## src/rtl/kgp_fetch_pkg.sv

```systemverilog
// Shared types and constants for the KGP-RISC fetch controller.
package kgp_fetch_pkg;

  localparam int unsigned XLEN   = 32;
  localparam int unsigned PC_INC = 4;

  localparam logic [XLEN-1:0] DEFAULT_RESET_PC = 32'h0000_0000;

  typedef enum logic [1:0] {
    ST_IDLE  = 2'd0,
    ST_FETCH = 2'd1,
    ST_HALT  = 2'd2
  } fetch_state_e;

  // One fetched instruction together with the address it came from.
  typedef struct packed {
    logic [XLEN-1:0] instr;
    logic [XLEN-1:0] pc;
  } fetch_bundle_t;

endpackage

```

## src/rtl/fetch_controller_if.sv

```systemverilog
// Fetch-to-decode valid/ready handoff of one instruction word and its PC.
interface fetch_controller_if;
  import kgp_fetch_pkg::*;

  logic            out_valid;
  logic            out_ready;
  logic [XLEN-1:0] out_instr;
  logic [XLEN-1:0] out_pc;

  modport master (output out_valid, output out_instr, output out_pc, input out_ready);
  modport slave  (input out_valid, input out_instr, input out_pc, output out_ready);
endinterface

```

## src/rtl/fetch_skid_fifo.sv

```systemverilog
// Two-entry flushable FIFO decoupling out_ready from the PC enable.
module fetch_skid_fifo
  import kgp_fetch_pkg::*;
(
  input  logic          clk,
  input  logic          rst,
  input  logic          push,
  input  fetch_bundle_t push_data,
  input  logic          pop,
  input  logic          flush,
  output logic          valid,
  output logic          full,
  output fetch_bundle_t head
);

  fetch_bundle_t mem [2];
  logic          wr_ptr;
  logic          rd_ptr;
  logic [1:0]    count;

  // Storage, pointers and occupancy; flush drops both entries.
  always_ff @(posedge clk) begin
    if (rst) begin
      for (int i = 0; i < 2; i++) mem[i] <= '0;
      wr_ptr <= 1'b0;
      rd_ptr <= 1'b0;
      count  <= 2'd0;
    end else if (flush) begin
      wr_ptr <= 1'b0;
      rd_ptr <= 1'b0;
      count  <= 2'd0;
    end else begin
      if (push) begin
        mem[wr_ptr] <= push_data;
        wr_ptr      <= ~wr_ptr;
      end
      if (pop) rd_ptr <= ~rd_ptr;
      count <= count + 2'(push) - 2'(pop);
    end
  end

  assign valid = (count != 2'd0);
  assign full  = (count == 2'd2);
  assign head  = mem[rd_ptr];

endmodule

```

## src/rtl/fetch_controller.sv

```systemverilog
// KGP-RISC fetch controller: owns the PC, drives instruction memory and
// hands fetched words to decode. Optional macro FETCH_SKID_EN replaces the
// single output register with a 2-entry skid FIFO.
module fetch_controller
  import kgp_fetch_pkg::*;
#(
  parameter logic [XLEN-1:0] RESET_PC = DEFAULT_RESET_PC,
  parameter int unsigned     CNT_W    = 16
) (
  input  logic              clk,
  input  logic              rst,
  output logic [XLEN-1:0]   imem_addr,
  input  logic [XLEN-1:0]   imem_instr,
  input  logic              redirect_valid,
  input  logic [XLEN-1:0]   redirect_target,
  input  logic              halt_req,
  output logic              halted,
  output logic [CNT_W-1:0]  fetch_cnt,
  fetch_controller_if.master dec
);

  fetch_state_e    state;
  fetch_state_e    state_next;
  logic [XLEN-1:0] pc;
  logic            redirect_c;
  logic            capture_c;
  logic            handoff_c;
  logic            slot_free_c;

  assign imem_addr = pc;
  assign handoff_c = dec.out_valid & dec.out_ready;

  // State register.
  always_ff @(posedge clk) begin
    if (rst) state <= ST_IDLE;
    else     state <= state_next;
  end

  // Next state; a same-cycle redirect cancels a halt from the wrong path.
  always_comb begin
    state_next = state;
    case (state)
      ST_IDLE:  state_next = ST_FETCH;
      ST_FETCH: if (!redirect_valid && halt_req) state_next = ST_HALT;
      default:  state_next = state;
    endcase
  end

  // Control decode: redirect wins over capture; HALT ignores redirects.
  always_comb begin
    redirect_c = 1'b0;
    capture_c  = 1'b0;
    redirect_c = redirect_valid && (state != ST_HALT);
    capture_c  = (state == ST_FETCH) && !redirect_valid && slot_free_c;
  end

  // Program counter.
  always_ff @(posedge clk) begin
    if (rst)             pc <= RESET_PC;
    else if (redirect_c) pc <= redirect_target & ~32'h3;
    else if (capture_c)  pc <= pc + XLEN'(PC_INC);
  end

`ifdef FETCH_SKID_EN
  fetch_bundle_t cap_data;
  fetch_bundle_t head;
  logic          fifo_full;

  assign slot_free_c = !fifo_full;
  assign cap_data    = '{instr: imem_instr, pc: pc};

  fetch_skid_fifo u_skid (
    .clk       (clk),
    .rst       (rst),
    .push      (capture_c),
    .push_data (cap_data),
    .pop       (handoff_c),
    .flush     (redirect_c),
    .valid     (dec.out_valid),
    .full      (fifo_full),
    .head      (head)
  );

  assign dec.out_instr = head.instr;
  assign dec.out_pc    = head.pc;
`else
  assign slot_free_c = !dec.out_valid | dec.out_ready;

  // Single output slot: flush, capture, or drain on handoff.
  always_ff @(posedge clk) begin
    if (rst) begin
      dec.out_valid <= 1'b0;
      dec.out_instr <= '0;
      dec.out_pc    <= '0;
    end else if (redirect_c) begin
      dec.out_valid <= 1'b0;
    end else if (capture_c) begin
      dec.out_valid <= 1'b1;
      dec.out_instr <= imem_instr;
      dec.out_pc    <= pc;
    end else if (handoff_c) begin
      dec.out_valid <= 1'b0;
    end
  end
`endif

  // Halt flag and saturating handoff counter.
  always_ff @(posedge clk) begin
    if (rst) begin
      halted    <= 1'b0;
      fetch_cnt <= '0;
    end else begin
      halted <= (state_next == ST_HALT);
      if (handoff_c && (fetch_cnt != {CNT_W{1'b1}}))
        fetch_cnt <= fetch_cnt + CNT_W'(1);
    end
  end

endmodule

```

## src/flat_wrapper.sv

```systemverilog
// flat-port wrapper written by rule: the top's interface ports become plain ports
module fetch_controller_flat import kgp_fetch_pkg::*;
#(
  parameter logic [XLEN-1:0] RESET_PC = DEFAULT_RESET_PC,
  parameter int unsigned     CNT_W    = 16
)
  (clk, rst, imem_addr, imem_instr, redirect_valid, redirect_target, halt_req, halted, fetch_cnt, dec_out_valid, dec_out_instr, dec_out_pc, dec_out_ready);
  fetch_controller_if dec_i ();
  input  logic clk;
  input  logic rst;
  output logic [XLEN-1:0] imem_addr;
  input  logic [XLEN-1:0] imem_instr;
  input  logic redirect_valid;
  input  logic [XLEN-1:0] redirect_target;
  input  logic halt_req;
  output logic halted;
  output logic [CNT_W-1:0] fetch_cnt;
  output wire logic [$bits(dec_i.out_valid)-1:0] dec_out_valid;
  output wire logic [$bits(dec_i.out_instr)-1:0] dec_out_instr;
  output wire logic [$bits(dec_i.out_pc)-1:0] dec_out_pc;
  input wire logic [$bits(dec_i.out_ready)-1:0] dec_out_ready;
  assign dec_out_valid = dec_i.out_valid;
  assign dec_out_instr = dec_i.out_instr;
  assign dec_out_pc = dec_i.out_pc;
  assign dec_i.out_ready = dec_out_ready;
  fetch_controller #(.RESET_PC(RESET_PC), .CNT_W(CNT_W)) u_core (.clk(clk), .rst(rst), .imem_addr(imem_addr), .imem_instr(imem_instr), .redirect_valid(redirect_valid), .redirect_target(redirect_target), .halt_req(halt_req), .halted(halted), .fetch_cnt(fetch_cnt), .dec(dec_i));
endmodule
```

## config.mk

```make
export PLATFORM = sky130hd
export DESIGN_NAME = fetch_controller_flat
export DESIGN_NICKNAME = d
export VERILOG_FILES = /design/src/rtl/kgp_fetch_pkg.sv /design/src/rtl/fetch_controller_if.sv /design/src/rtl/fetch_skid_fifo.sv /design/src/rtl/fetch_controller.sv /design/src/flat_wrapper.sv
export SDC_FILE = /design/constraint.sdc
export NUM_CORES = 1
export LEC_CHECK = 0
export ABC_AREA = 1
export CORE_ASPECT_RATIO = 1.1
export CORE_MARGIN = 4
export CORE_UTILIZATION = 31
export DETAILED_ROUTE_END_ITERATION = 10
export MAX_ROUTING_LAYER = met4
export PLACE_DENSITY = 0.66
export SLEW_MARGIN = 10
export SYNTH_ARGS = -nofsm -noshare
export SYNTH_HDL_FRONTEND = slang
export SYNTH_SLANG_ARGS = --single-unit
```

## constraint.sdc

```tcl
create_clock -name clk -period 1.9 [get_ports clk]
set_clock_uncertainty 0.15 [all_clocks]
set_input_delay 0.38 -clock clk [delete_from_list [all_inputs] [get_ports clk]]
set_output_delay 0.38 -clock clk [all_outputs]
set_load 0.005 [all_outputs]
```

# After elaboration in Yosys (flattened, before gate mapping)
# Cells that the tools add are included.
[op_classes] add_sub_neg=2 n_reduce_logical=12 bitwise=3 mux=6 eq_ne=4
[ops] cell="32-bit two-way mux" count=2
[ops] cell="32-bit by 3-bit adder with 32-bit output (second input constant)" count=1
[ops] cell="16-bit by 1-bit adder with 16-bit output (second input constant)" count=1
[ops] cell="16-bit inequality test (second input constant)" count=1
[ops] cell="1-bit logical AND" count=5
[ops] cell="2-bit case mux with 2 select lines" count=1
[ops] cell="2-bit nonzero test" count=2
[ops] cell="2-bit by 1-bit equality test with 1-bit output (second input constant)" count=1
[ops] cell="2-bit equality test (second input constant)" count=1
[ops] cell="1-bit zero test" count=2
[ops] cell="2-bit zero test" count=1
[ops] cell="1-bit two-way mux" count=2
[ops] cell="2-bit two-way mux" count=1
[ops] cell="2-bit inequality test (second input constant)" count=1
[ops] cell="2-bit AND reduction" count=1
[ops] cell="2-bit OR reduction" count=1
[ops] cell="1-bit bitwise AND" count=1
[ops] cell="1-bit NOT" count=1
[ops] cell="1-bit bitwise OR" count=1
[totals] register_bits=116 elab_cells=35

# Longest topological paths before layout
[logic_depth] depth_word=5 ltp_mapped=11 ltp_nobuf=11

# Least setup slack after synthesis
# Ideal clock, no wire load.
[synth_path] path_kind="reg-to-reg" startpoint="register u_core.fetch_cnt[0]" endpoint="register u_core.fetch_cnt[0]" t_arrival_ns=1.400 setup_time_ns=0.128 period_less_slack_ns=1.678 n_path_buf=1 path_slack_ns=0.222 stages_incl_launch_ff=9 path_cell_list="dfxtp_1 -> ha_1 -> nand3_1 -> nor2_1 -> nand3_1 -> nand2_2 -> buf_4 -> xor2_1 -> nor2_1"
[synth_between] elab_chain_cells=2
[synth_rtl] element="from (decl)" line_no="fetch_controller.sv:18" text="output logic [CNT_W-1:0] fetch_cnt,"
[synth_rtl] element="from (signal assigned)" line_no="fetch_controller.sv:115" text="fetch_cnt <= fetch_cnt + CNT_W'(1);"
[synth_rtl] element="parallel branches: the longest is 2 deep, another holds 16-bit by 1-bit adder with 16-bit output"
# Several ways; the timed one is not identified.
# A chain may end at the register's enable or synchronous reset.

# Worst setup path in the final report
[layout_path] startpoint="register u_core.pc[20] (netlist: u_core.imem_addr[20])" endpoint="output imem_addr[20]"
[layout_lines] element="from (decl)" line_no="fetch_controller.sv:24" text="logic [XLEN-1:0] pc;"
[layout_lines] element="from (signal assigned)" line_no="fetch_controller.sv:60" text="else if (redirect_c) pc <= redirect_target & ~32'h3;"
[layout_lines] element="from (signal assigned)" line_no="fetch_controller.sv:61" text="else if (capture_c) pc <= pc + XLEN'(PC_INC);"
[layout_lines] element="to (decl)" line_no="flat_wrapper.sv:11" text="output logic [XLEN-1:0] imem_addr;"
# No word-level cell between the ends.

==> results.toml <==
[global_routing]
grt_pass1_wl_um = 26300
grt_max_degree = 37
overflow = 0
track_usage_pct = 17.7
antenna_found_initial = 0
grt_pass1_vias = 5042

[placement]
io_buffers = 176
dpl_worst_slack_ns = -0.227
place_area_um2 = 7700
dp_cells = 1176
dp_hpwl_um = 12700
routabilityCongestion = 0.883

[synth]
syn_inst = 770
synth_edf_count = 0
yosys-top-cells-count = "nand2_1, nor2_1, dfxtp_1"
ys.flop_type = "dfxtp_1"
ys_types = 35
yosysWarnings = 0
synth_top_family_by_area = "simple AND/OR/NAND/NOR gates"
postSynthAreaPerCell_um2 = 6.80
yosysTopAreaCell = "dfxtp_1"
netlist_area_um2 = 5240
synthAdderAreaFrac_pct = 0.478
synth-simple-area-share_pct = 33.4
synthArstFlopShare_pct = 0
yosysMostFrequentCell = "nand2_1"
ys_seq_area_share_pct = 42.8
synth_mux_area_share_pct = 0
synth_compound_gate_area_share_pct = 12.4
ys_ff_latch = 112
synth_top_area_share_pct = 42.8
synth_area_leaders = "dfxtp_1, nand2_1, nor2_1"
synth_xor_area_share_pct = 2.68

[layout]
nFillCells = 1622
syn_to_final_growth_pct = 54.8
fin_area_um2 = 8100
fin_cells = 1192
drive_above_1_share_pct = 13.5
fin_nets = 1054
num_antenna_cells = 0

[cts]
htreeDepth = 3
clkTransAtPathRegs_ns = 0.08
clock_path_buffers = 2
cts.sinks = 112
cts_setup_buffers = 0
cts_tree = "done"
clkLatencyLatePin_ns = 0.36
cts_root_buf = "clkbuf_16"
cts_made_buffers = 9

[floorplanning]
dieArea_um2 = 19000
fp-row-count = 49
core-area_um2 = 16500
ios = 183
die_x_um = 132
initial_utilization_pct = 31.8
die_h_um = 144

[critical_path]
cp_max_fo = 4
worstPathArrival_ns = 1.34
timing.rr.start = "u_core.imem_addr[3]$_SDFFE_PP0P_"
critPathLaunch = "u_core.imem_addr[20]$_SDFFE_PP0P_"
end_kind = "output pin"
critPathLaunchType = "register"
critical_path_required_ns = 1.37
critical_path_class = "reg -> out"

[min_path]
worstHoldPathType = "reg -> reg"
worstHoldStart = "u_core.dec.out_pc[21]$_SDFFE_PP0P_"

[timing]
fin_ws_ns = 0.0320
rsz0062_at_grt = "true"
maxSlewViolCount = 0
setup_viol = 0
final-hold-violation-count = 0
min_period_ns = 1.87
max_freq_mhz = 535
finalCritPeriodShare_pct = 98.3
fin_tns_setup_ns = 0

[routing]
finalWirelength_um = 16800
wire_per_inst_um = 14.1
via_count = 5468
dr.pass1.iters = 5
ant_nets = 0
viasPerCell = 4.59
drt_iter0_drc = 296
drc = 0

[run]
maxCapViolations = 0

[pwr]
irDropWorstVdd_mv = 0.405
p_per_area_nw_per_um2 = 732
total_leakage_power_uw = 0.00333

[status]
outcome = "finished clean"
report_power, final:
part	internal [uW]	leakage, uW	switching [uW]	total, uW
Combinational	613	0.00223	458	1070
Clock	1330	0.000173	911	2240
Sequential	2500	0.000930	114	2620
Total	4450	0.00333	1480	5930
state kept, by name, summed over array words and instances (netlist names):
| register | cells |
|---|---|
| u_core.dec.out_instr | 32 |
| u_core.fetch_cnt | 16 |
| u_core.halted | 1 |
| u_core.state | 2 |
| u_core.dec.out_valid | 1 |
| u_core.dec.out_pc | 30 |
| u_core.imem_addr | 30 |
cells in the final DEF, fill, tap and decap left out, types with 3 or more instances in the layout:
cell type	Yosys	routed
dlymetal6s2s_1	0	5
inv_1	57	56
nand3b_1	5	5
nor3_1	14	14
conb_1	1	4
nand2_2	7	7
xor2_1	11	11
nor2_4	3	3
a21oi_1	36	36
nor2_2	5	5
nand4_1	11	11
buf_12	0	12
a211oi_1	5	5
xnor2_1	5	5
a31oi_1	4	4
nand2_1	170	170
dfxtp_1	112	83
dfxtp_2	0	29
o21ai_0	75	75
clkbuf_16	0	9
inv_2	3	4
clkdlybuf4s50_1	0	170
buf_4	6	51
nand3_1	33	33
nor2_1	157	157
bufinv_16	0	3
cell families after synthesis:
group | after synthesis
compound gates | 124
xor+xnor | 16
fa+ha+maj | 2
flops | 112
simple gates | 412
buf+inv | 103
other cells | 1
worst paths after layout:
path                                        endpoint  slack [ns]  cells after the start
setup / recovery                       imem_addr[20]        0.03                      2
hold / removal    u_core.dec.out_pc[21]$_SDFFE_PP0P_        0.32                      2
setup reg to reg   u_core.imem_addr[24]$_SDFFE_PP0P_        0.11                     11
hold reg to reg   u_core.dec.out_pc[21]$_SDFFE_PP0P_        0.32                      2
per-stage QoR:
step                      power (uW)  utilization, %  hold WS (ns)
after floorplan                 3060               -         0.305
after global routing            6180            49.1         0.347
after CTS                       5990            48.9         0.325
final                           5930            49.1         0.320
after global placement          3730            46.7         0.307
after detailed placement        3740            46.7         0.315
layer usage:
layer  routed length [um]  vias to the layer above  GRT usage [%]
met3                 1010                       26           3.90
met5                    0                        -              -
li1                     -                     2870              -
met2                 7500                      172           28.0
met1                 7900                     2400           22.5
met4                  380                        0           5.97
worst max-delay path: stages, from the launching register on:
cell             delay, ns
dfxtp_2               0.35
buf_4                 0.13
clkdlybuf4s50_1       0.51
area by class of cell:
class                      count  area [um2]  area share, %
sequential                   112        2280           28.1
timing repair buffer         240        2410           29.7
multi-input combinational    558        2570           31.8
tap                          204         255           3.15
clock inverter                 6         113           1.39
clock buffer                  10         239           2.95
inverter                      62         236           2.92
timing repair:
item / in CTS / in global routing
resized for setup: 15 / 22
setup endpoints to repair: 14 / 29
cloned: 0 / 0
hold buffers: 0 / 0
Power figures use the tool's default switching activity.
